### config.mk
export PLATFORM = sky130hd
export DESIGN_NAME = ahb_slave_mux
export DESIGN_NICKNAME = d
export VERILOG_FILES = /design/src/rtl/ahb_slave_mux.sv
export SDC_FILE = /design/constraint.sdc
export NUM_CORES = 1
export LEC_CHECK = 0
export ABC_AREA = 0
export BUFFER_PORTS_ARGS = -buffer_cell sky130_fd_sc_hd__buf_2
export CAP_MARGIN = 20
export CORE_AREA = 2 2 251 253
export DETAILED_ROUTE_END_ITERATION = 6
export DIE_AREA = 0 0 253 255
export PLACE_DENSITY = 0.3
export SETUP_SLACK_MARGIN = 0.3
export SLEW_MARGIN = 10
export SYNTH_ARGS = -nofsm -noshare
export SYNTH_HDL_FRONTEND = slang
export SYNTH_SLANG_ARGS = --single-unit
### constraint.sdc
create_clock -name HCLK -period 3.25 [get_ports HCLK]
set_input_delay 0.325 -clock HCLK [delete_from_list [all_inputs] [get_ports HCLK]]
set_output_delay 0.325 -clock HCLK [all_outputs]
set_load 0.1 [all_outputs]
### src/rtl/ahb_slave_mux.sv
// AHB-Lite slave-side interconnect: gates one-hot address-phase region selects to NSLV slaves,
// registers the data-phase select, muxes HRDATA/HREADY/HRESP back to the master and provides a
// built-in default slave that answers unmapped or multiply-decoded accesses with a two-cycle
// ERROR. A saturating counter records every ERROR this block generates itself.
//
// Optional feature: define AHB_TIMEOUT_EN to add a stall watchdog. A slave that holds the bus for
// TIMEOUT cycles is abandoned: the block takes over with its own two-cycle ERROR and pulses
// SlvAbort. With the macro undefined a stalled slave stalls the bus indefinitely.
module ahb_slave_mux #(
  parameter int unsigned NSLV     = 8,
  parameter int unsigned DW       = 64,
  parameter int unsigned ERRCNT_W = 16,
  parameter int unsigned TIMEOUT  = 256
) (
  input  logic                HCLK,
  input  logic                HRESETn,
  input  logic [NSLV-1:0]     HSELRegions,
  input  logic [1:0]          HTRANS,
  output logic [NSLV-1:0]     HSELS,
  input  logic [NSLV*DW-1:0]  HRDATAS,
  input  logic [NSLV-1:0]     HREADYOUTS,
  input  logic [NSLV-1:0]     HRESPS,
  output logic [DW-1:0]       HRDATA,
  output logic                HREADY,
  output logic                HRESP,
  output logic [NSLV-1:0]     HSELD,
  output logic [ERRCNT_W-1:0] ErrCnt,
  output logic                SlvAbort
);

  // Reject configurations outside the supported range at elaboration time.
  if (NSLV < 2 || NSLV > 16 || TIMEOUT < 2 || ERRCNT_W < 1 || DW < 1) begin : gen_bad_param
    $error("ahb_slave_mux: unsupported parameter combination");
  end

  typedef enum logic [1:0] {
    StIdle = 2'd0,
    StErr1 = 2'd1,
    StErr2 = 2'd2
  } state_e;

  state_e                state_q, state_d;
  logic [NSLV-1:0]       hseld_q, hseld_d;
  logic [ERRCNT_W-1:0]   errcnt_q, errcnt_d;

  logic                  valid;
  logic                  onehot;
  logic                  decerr;
  logic                  abort;

  logic [DW-1:0]         slv_hrdata;
  logic                  slv_hready;
  logic                  slv_hresp;

  // HTRANS[0] only distinguishes SEQ from NONSEQ (or BUSY from IDLE); decoding ignores it.
  logic                  unused_htrans;
  assign unused_htrans = HTRANS[0];

  // Address-phase decode: only a clean one-hot select on an active transfer reaches a slave.
  always_comb begin
    valid  = HTRANS[1];
    onehot = (HSELRegions != '0) && ((HSELRegions & (HSELRegions - NSLV'(1))) == '0);
    decerr = valid && !onehot;
    HSELS  = (valid && onehot) ? HSELRegions : '0;
  end

  // Data-phase slave mux; an empty select behaves as a zero-wait OKAY responder.
  always_comb begin
    slv_hrdata = '0;
    slv_hready = 1'b1;
    slv_hresp  = 1'b0;
    for (int i = 0; i < NSLV; i++) begin
      if (hseld_q[i]) begin
        slv_hrdata = HRDATAS[i*DW +: DW];
        slv_hready = HREADYOUTS[i];
        slv_hresp  = HRESPS[i];
      end
    end
  end

  // Response to the master: the default slave overrides the slave mux while it owns the bus.
  always_comb begin
    HRDATA = '0;
    HREADY = 1'b1;
    HRESP  = 1'b0;
    case (state_q)
      StErr1: begin
        HREADY = 1'b0;
        HRESP  = 1'b1;
      end
      StErr2: begin
        HREADY = 1'b1;
        HRESP  = 1'b1;
      end
      default: begin
        HRDATA = slv_hrdata;
        HREADY = slv_hready;
        HRESP  = slv_hresp;
      end
    endcase
  end

`ifdef AHB_TIMEOUT_EN
  localparam int unsigned StallW = $clog2(TIMEOUT + 1);

  logic [StallW-1:0] stall_q, stall_d;
  logic              slvabort_q;
  logic              stalled;

  // Watchdog: count cycles a selected slave holds HREADY low; the TIMEOUT-th such cycle aborts.
  always_comb begin
    stalled = (hseld_q != '0) && !HREADY;
    abort   = stalled && (stall_q == StallW'(TIMEOUT - 1));
    stall_d = stall_q;
    if (HREADY || abort) begin
      stall_d = '0;
    end else if (stalled) begin
      stall_d = stall_q + StallW'(1);
    end
  end

  // Stall counter and one-cycle abort pulse, aligned with the first ERROR cycle.
  always_ff @(posedge HCLK or negedge HRESETn) begin
    if (!HRESETn) begin
      stall_q    <= '0;
      slvabort_q <= 1'b0;
    end else begin
      stall_q    <= stall_d;
      slvabort_q <= abort;
    end
  end

  assign SlvAbort = slvabort_q;
`else
  assign abort    = 1'b0;
  assign SlvAbort = 1'b0;
`endif

  // Default-slave next state, data-phase select and saturating error count.
  always_comb begin
    state_d  = state_q;
    hseld_d  = hseld_q;
    errcnt_d = errcnt_q;

    case (state_q)
      StIdle: begin
        if (abort || (HREADY && decerr)) begin
          state_d = StErr1;
        end
      end
      StErr1: state_d = StErr2;
      StErr2: state_d = decerr ? StErr1 : StIdle;
      default: state_d = StIdle;
    endcase

    // An aborted slave is dropped so its late HREADYOUT cannot reach the master.
    if (abort) begin
      hseld_d = '0;
    end else if (HREADY) begin
      hseld_d = HSELS;
    end

    // ERR1 never loops on itself, so heading there always marks a fresh error.
    if ((state_d == StErr1) && (errcnt_q != '1)) begin
      errcnt_d = errcnt_q + ERRCNT_W'(1);
    end
  end

  // State registers; everything clears asynchronously on reset.
  always_ff @(posedge HCLK or negedge HRESETn) begin
    if (!HRESETn) begin
      state_q  <= StIdle;
      hseld_q  <= '0;
      errcnt_q <= '0;
    end else begin
      state_q  <= state_d;
      hseld_q  <= hseld_d;
      errcnt_q <= errcnt_d;
    end
  end

  assign HSELD  = hseld_q;
  assign ErrCnt = errcnt_q;

endmodule
After elaboration in Yosys (flattened, before gate mapping) --
Index checks and enable logic that the tools add are counted.
Storage, ports and cells: register bits 26, input bits 540, word-level logic and storage cells 51
Cells by class: add/sub/neg operators 2, equal/unequal tests 4, multiplexer cells 31, bitwise gates (word level) 1, reductions and logical operators 10
Operators by type and width (count):
- $mux 64 | 9
- $mux 1 | 18
- $add 16x1->16 const B | 1
- $ne 16x16->1 const B | 1
- $and 8x8->8 | 1
- $logic_not 8->1 | 1
- $mux 8 | 1
- $reduce_bool 8->1 | 1
- $sub 8x1->8 const B | 1
- $pmux 2 s3 | 1
- $logic_and 1x1->1 | 5
- $eq 2x1->1 const B | 2
- $eq 2x2->1 const B | 1
- $logic_not 2->1 | 1
- $mux 2 | 1
- $pmux 1 s2 | 1
- $reduce_or 2->1 | 1
- $logic_not 1->1 | 1

Longest topological paths before layout --
Gate-level depths: netlist (run 1).
depth in word-level cells 14, gate-level depth with buffers 11

Worst setup path after synthesis (run 1) --
OpenSTA, ideal clock, no wires.
path kind register to output, start point reg hseld_q[0], in the netlist HSELD[0], end point out HRDATA[13], data arrival time 3136 ps, required time 2925 ps, path slack -211 ps, cell stages (with the launch flop) 9, path buffers 2, path through dfrtp_1 -> nor2b_1 -> clkbuf_1 -> clkbuf_1 -> a221oi_1 -> nor3_1 -> a211oi_1 -> o31ai_1 -> a32o_1
Between the ends: cells in the longest elaborated chain, start to end 9
Ends and longest elaborated chain:
- start, declared | RTL line 43 | logic [NSLV-1:0] hseld_q, hseld_d;
- start signal, assigned | RTL line 177 | hseld_q <= hseld_d;
- $mux 64 (8 in series) | RTL line 73 | if (hseld_q[i]) begin
- $mux 64 | RTL line 86 | case (state_q)
- end, declared | RTL line 23 | output logic [DW-1:0] HRDATA,
Every way passes these cells.

Worst setup path after layout (run 1) --
start point reg hseld_q[1], in the netlist HSELD[1], end point out HRDATA[60]
Between the ends: cells in the longest elaborated chain, start to end 8
Ends and longest elaborated chain (RTL line):
- $mux 64 (7 in series) | 73
- $mux 64 | 86
Every way passes these cells.

==> run summary, run 1 <==
Run status -> complete, no violations
Crit path top cell by count -> buf_12
CP Class -> reg -> out
Total number of vias -> 9354
DIE HEIGHT -> 255 um
Hold WC Path Type -> in -> async
Antenna violations before repair -> 15
Post-DP HPWL -> 37.5 mm
Startpoint types -> flop
Power density cells -> 399 mW/mm^2
Total Wirelength -> 48.1 mm
Area contributors post-synth -> nor2b_1 14%, dfrtp_1 11%, a32o_1 11%, a221oi_1 9.8%, o31ai_1 8.4%
CTS Buf Count -> 3
Critical-path top delay cell -> o31ai_2
Peak Freq -> 340 MHz
Core Box Area -> 0.0622 sq mm
Wire per inst -> 21.7 um
Vias in the first global route -> 9063
Global route overflow -> 0
Crit-path max FO -> 5
Hold Vio Cnt, Final -> 0
Initial Util -> 0.0963
Ys flop type -> dfrtp_1
P&R area growth vs syn -> 94.4%
Yosys warns -> 0
First-pass GRT wire length -> 63.6 mm
LEAKAGE -> 0.00530 uW
Htree depth -> 1
Data required time of the worst path -> 2.92 ns
Port bufs -> 636
Synth Area per Inst -> 7.14 sq um
Number of synthesized flops with an enable pin -> 0
Gr usage total -> 0.131
Drt first-iter violations -> 447
Final min period -> 2.94 ns
Max Cap Viol -> 0
Clock tree buffer depth -> 2
RSZ-0062 raised after global routing -> true
Worst setup EP type -> output port
CTS tree -> yes
Sequential area share after synthesis -> 0.109
Tcrit/Tclk final -> 0.906
Yosys top cell by area -> nor2b_1
Worst Tran Pin Value -> 0.695 ns
Max_slew headroom -> 0.534
Post-layout util -> 0.187
Top-count cell post-synth -> nor2b_1
# IOs -> 639
Root Driver -> clkbuf_16
Drt pass-1 iters -> 5
Die footprint -> 0.0645 sq mm
Synth async-reset ratio -> 1.00
Post-Syn Instances -> 839
Mapped Area -> 0.00599 sq mm
Critical path cell sequence -> nor2b_4, buf_12, a221oi_1, nor3_1, a211oi_1, o31ai_2, a32o_2, buf_12
Setup crit start -> HSELD[1]
Clock latency on the worst-skew pair -> 0.26 ns
Worst EP arrival -> 2.62 ns
DRC viols -> 0
Commonest cells post-synth -> 134 x nor2b_1, 99 x clkbuf_1, 69 x a21oi_1
Crit-path max cell delay -> 0.62 ns
Share of Yosys cell area claimed by the top area cell type -> 0.140
Final GP Congestion -> 0.830
Setup TNS Final -> 0 ns
FF+latch count, synth -> 26
Launch point of the worst reg-to-reg path -> state_q[0]
CTS clk-pin slew, worst paths -> 0.07 ns
Clk sinks -> 26
Via density -> 4.22
Setup Skew -> 0.00464 ns
Net Count, Synth -> 1384
Peak supply drop -> 0.000636 V
Hold buffer count at cts -> 0
Largest net degree at the start of global routing -> 76
Share of cells above drive strength 1 -> 0.559
Row count -> 92
Synth cell types -> 49
Nets -> 1962
Post-route ant nets -> 0
Final setup vio count -> 0
Die extent in x -> 253 um
Fin. max-slew vios -> 0
-- layer usage --
metal  GRT usage  vias up  wire length (um)  share of wire
met2       0.233      399             23700           0.49
met1       0.169     4456             20500           0.43
li1            -     4454                 -              -
met5           0        -                57         0.0012
met4      0.0179       10               643          0.013
met3      0.0243       35              3140          0.065
-- layout by cell type (no fill, tap or decap), drive strengths merged, types with 8 or more instances in the layout --
| cell | synthesis | routed |
|---|---|---|
| nand2b | 66 | 66 |
| a211oi | 65 | 65 |
| and2 | 9 | 9 |
| a21oi | 69 | 69 |
| mux2 | 10 | 10 |
| buf | 6 | 675 |
| o31ai | 67 | 67 |
| nand3 | 8 | 8 |
| dfrtp | 26 | 26 |
| nor2b | 134 | 134 |
| a221oi | 68 | 68 |
| xor2 | 11 | 11 |
| a32o | 64 | 64 |
| nor2 | 9 | 9 |
| nor3 | 71 | 71 |
| nand2 | 13 | 13 |
-- logic make-up (layout without fill, tap and decap cells) --
family / after synthesis / in the layout / synth area share
fa+ha+maj: 6 / 6 / 0.0121
mux: 10 / 10 / 0.0188
xor+xnor: 13 / 13 / 0.0190
other cells: 1 / 5 / 0.000626
compound gates: 347 / 347 / 0.450
simple gates: 325 / 325 / 0.320
flops: 26 / 26 / 0.109
buf+inv: 111 / 688 / 0.0715
-- worst max-delay path, delay by kind of cell, from the launching register on --
| kind | cells | cell delay, ns |
|---|---|---|
| simple gates | 2 | 0.40 |
| compound gates | 4 | 1.10 |
| flops | 1 | 0.51 |
| buf+inv | 2 | 0.33 |
-- final timing paths --
path                                    to  slack, ns  cells past startpoint
worst max-delay path            HRDATA[60]       0.31                      8
worst min-delay path             ErrCnt[0]       0.08                      1
worst max register to register   ErrCnt[1]       0.51                      9
worst min register to register  ErrCnt[15]       0.51                      1
max in group asynchronous         HSELD[4]       2.68                      1
min in group HCLK                 HSELD[7]       0.49                      3
-- final cells by class --
| class | count | area [sq um] |
|---|---|---|
| multi-input combinational | 702 | 5120 |
| fill | 7113 | 50500 |
| inverter | 6 | 22.5 |
| antenna | 4 | 10.0 |
| tap | 799 | 1000 |
| clock buffer | 4 | 88.8 |
| sequential | 26 | 674 |
| timing repair buffer | 678 | 4730 |
-- where the power goes --
group / total, uW / internal [uW] / switching, uW / leakage, uW
clock: 309 / 189 / 120 / 0.0000442
sequential: 456 / 380 / 76.0 / 0.000337
combinational: 3880 / 1300 / 2580 / 0.00492
-- stage by stage --
step / cell area, sq um / setup slack (ns) / hold WS, ns / total power [uW] / cells
after global routing: 11600 / 0.193 / 0.124 / 4860 / 2217
after CTS: 11300 / 0.196 / 0.101 / 4650 / 2202
after global placement: 11200 / 0.288 / 0.389 / 4330 / 2198
after floorplan: 6070 / 0.305 / 0.0294 / 2800 / 839
final: 11600 / 0.306 / 0.0797 / 4640 / 2219
after detailed placement: 11200 / 0.273 / 0.391 / 4310 / 2198
-- repair_timing --
item                       in CTS  in global routing
pin swaps                       0                 15
setup buffers                   0                 10
gates resized for setup         6                 16
cloned                          0                  3
setup endpoints to repair      16                 38
-- flip-flops by register name, summed over array words and instances (netlist names) --
name / cells
ErrCnt: 16
HSELD: 8
state_q: 2
(Power assumes the default switching activity.)
==> run 2, diff against run 1 <==
--- a/config.mk
+++ b/config.mk
@@ -5,12 +5,12 @@
 export SDC_FILE = /design/constraint.sdc
 export NUM_CORES = 1
 export LEC_CHECK = 0
-export ABC_AREA = 0
+export ABC_AREA = 1
 export BUFFER_PORTS_ARGS = -buffer_cell sky130_fd_sc_hd__buf_2
 export CAP_MARGIN = 20
-export CORE_AREA = 2 2 251 253
+export CORE_AREA = 2 2 250 252
 export DETAILED_ROUTE_END_ITERATION = 6
-export DIE_AREA = 0 0 253 255
+export DIE_AREA = 0 0 252 254
 export PLACE_DENSITY = 0.3
 export SETUP_SLACK_MARGIN = 0.3
 export SLEW_MARGIN = 10
==> run summary, run 2 <==
Run status -> complete, no violations
Post-CTS Setup Repair Bufs -> 0 (unchanged)
DRC viols -> 0 (unchanged)
Ys flop type -> dfrtp_1
Core Box Area -> 0.0613 sq mm (-1.5%)
Synth cell types -> 33 (-33%)
Row count -> 91 (-1.1%)
Power density cells -> 345 mW/mm^2 (-13%)
CTS clk-pin slew, worst paths -> 0.07 ns (about the same)
First-pass GRT wire length -> 71.6 mm (+13%)
DIE HEIGHT -> 254 um (-0.39%)
Wire per inst -> 20.9 um (-3.7%)
Hold WC Path Type -> in -> async
Clock latency on the worst-skew pair -> 0.27 ns (about the same)
Most frequent cells in the layout -> 585 x buf_2, 264 x nand2_1, 199 x nand3_1
Setup TNS Final -> 0 ns (unchanged)
Pre-CTS WS -> 0.418 ns (+0.145 ns)
GRT met3 Usage -> 0.0260 (+0.00171)
Fin. max-slew vios -> 0 (unchanged)
Post-DP HPWL -> 40.9 mm (+9.1%)
Max_slew headroom -> 0.552 (+0.0180)
CTS tree -> yes
Drt pass-1 iters -> 5 (unchanged)
Max reg flops -> 16 (unchanged)
Net Count, Synth -> 1676 (+21%)
Drt first-iter violations -> 724 (+62%)
Synth async-reset ratio -> 1.00 (unchanged)
Peak supply drop -> 0.000532 V (-16%)
Final hold slack -> 0.0868 ns (+0.00705 ns)
Reg2reg path depth -> 15 (+6)
Launch point of the worst reg-to-reg path -> HSELD[3]
Nets -> 2233 (+14%)
Mapped Area -> 0.00614 sq mm (+2.6%)
Share of cells above drive strength 1 -> 0.452 (-0.107)
Synth Area per Inst -> 5.43 sq um (-24%)
Htree depth -> 1 (unchanged)
Die footprint -> 0.0640 sq mm (-0.79%)
Number of synthesized flops with an enable pin -> 0 (unchanged)
Vias in the first global route -> 10700 (+18%)
LEAKAGE -> 0.00560 uW (+5.7%)
Clk sinks -> 26 (unchanged)
Busiest grt layer -> met2
Via density -> 4.27 (+1.3%)
R2R Setup Slk -> 0.82 ns (+0.31 ns)
Area contributors post-synth -> nand3_1 16%, nand2_1 16%, o211ai_1 16%, o21ai_0 12%, a21oi_1 11%
Gr usage total -> 0.149 (+0.0174)
Tcrit/Tclk final -> 0.878 (-0.0280)
Startpoint types -> flop
Met1 usage in global routing -> 0.188 (+0.0191)
Post-Syn Instances -> 1131 (+35%)
Crit path capture -> HRDATA[30]
Final instance area -> 0.0114 sq mm (-2.3%)
Yosys top cell by area -> nand3_1
Yosys warns -> 0 (unchanged)
Data required time of the worst path -> 2.92 ns (about the same)
Final GP Congestion -> 0.835 (+0.65%)
# IOs -> 639 (unchanged)
CP Class -> reg -> out
Global route overflow -> 0 (unchanged)
Clock tree buffer depth -> 2 (unchanged)
M2 GR Usage -> 0.272 (+0.0394)
Final worst slack -> 0.397 ns (+0.0910 ns)
Commonest cells post-synth -> 264 x nand2_1, 199 x nand3_1, 143 x o21ai_0
Top-count cell post-synth -> nand2_1
CTS Buf Count -> 3 (unchanged)
Total number of vias -> 10600 (+13%)
Final min period -> 2.85 ns (-0.0910 ns)
Hold Vio Cnt, Final -> 0 (unchanged)
Setup crit start -> HSELD[6]
Max Cap Viol -> 0 (unchanged)
Root Driver -> clkbuf_16
Die extent in x -> 252 um (-0.40%)
P&R area growth vs syn -> 85.1%
Dpl cell area -> 0.0111 sq mm (-1.3%)
Setup Skew -> 0.00373 ns (-0.000909 ns)
Worst R2R End -> ErrCnt[5]
Final setup vio count -> 0 (unchanged)
RSZ-0062 raised after global routing -> true
Antenna violations before repair -> 14 (-1)
Crit-path max FO -> 41 (+36)
Port bufs -> 636 (unchanged)
Most common cell after layout, fill and taps aside -> buf_2
Worst EP arrival -> 2.53 ns (-0.09 ns)
FF+latch count, synth -> 26 (unchanged)
Worst setup EP type -> output port
Peak Freq -> 350 MHz (+3.2%)
Share of Yosys cell area claimed by the top area cell type -> 0.162 (+0.0221)
Worst Tran Pin Value -> 0.673 ns (-0.0228 ns)
Sequential area share after synthesis -> 0.106 (-0.00275)
Initial Util -> 0.100 (+0.00395)
Total Wirelength -> 51.8 mm (+7.8%)
Post-route ant nets -> 0 (unchanged)
Largest net degree at the start of global routing -> 62 (-18%)
## run 2: layout make-up
class,instances,area [sq um]
diodes,7,17.5
clock buffers,4,88.8
fillers,7239,49900
inverters,35,146
multi-input cells,952,5630
flip-flops and latches,26,671
well taps,790,988
repair buffers,670,3830
## run 2: how the worst min path moves through the flow
stage                        from        end  cells after the start
after floorplan           HRESETn  ErrCnt[0]                      0
after global placement    HRESETn  ErrCnt[4]                      1
after detailed placement  HRESETn  ErrCnt[4]                      1
after CTS                 HRESETn  ErrCnt[6]                      1
after global routing      HRESETn  ErrCnt[4]                      1
final                     HRESETn  ErrCnt[4]                      1
## run 2: logic make-up (layout without fill, tap and decap cells)
group | after synthesis | in the layout | synth area share
flops | 26 | 26 | 0.106
buf+inv | 153 | 709 | 0.0984
simple gates | 523 | 523 | 0.377
fa+ha+maj | 5 | 5 | 0.0102
other cells | 1 | 8 | 0.000611
xor+xnor | 13 | 13 | 0.0185
compound gates | 410 | 410 | 0.389
## run 2: repair_timing
item,CTS,global route
gates resized for setup,24,36
endpoints found under the setup margin,23,61
hold buffers,0,0
cloned,0,1
## run 2: power by group
| group | total (uW) | internal, uW | switching (uW) |
|---|---|---|---|
| sequential | 416 | 363 | 52.8 |
| clock | 317 | 189 | 128 |
| combinational | 3190 | 833 | 2360 |
| total | 3920 | 1380 | 2540 |
## run 2: worst max-delay path: stages (launching register included)
cell	delay, ns
dfrtp_4	0.74
buf_4	0.60
a21oi_1	0.21
a21oi_4	0.19
buf_2	0.45
## run 2: per-stage QoR
stage | total power (uW) | cells | utilization
6_report | 3920 | 2484 | 0.186
5_1_grt | 4200 | 2481 | 0.185
4_1_cts | 3940 | 2476 | 0.183
3_5_place_dp | 3590 | 2472 | 0.181
3_3_place_gp | 3570 | 2472 | 0.181
2_1_floorplan | 2660 | 1131 | -
## run 2: routing by layer
| layer | share of wire | vias to the layer above |
|---|---|---|
| met3 | 0.065 | 23 |
| met1 | 0.42 | 4988 |
| met4 | 0.0040 | 12 |
| li1 | - | 5171 |
| met2 | 0.51 | 412 |
| met5 | 0.0014 | - |
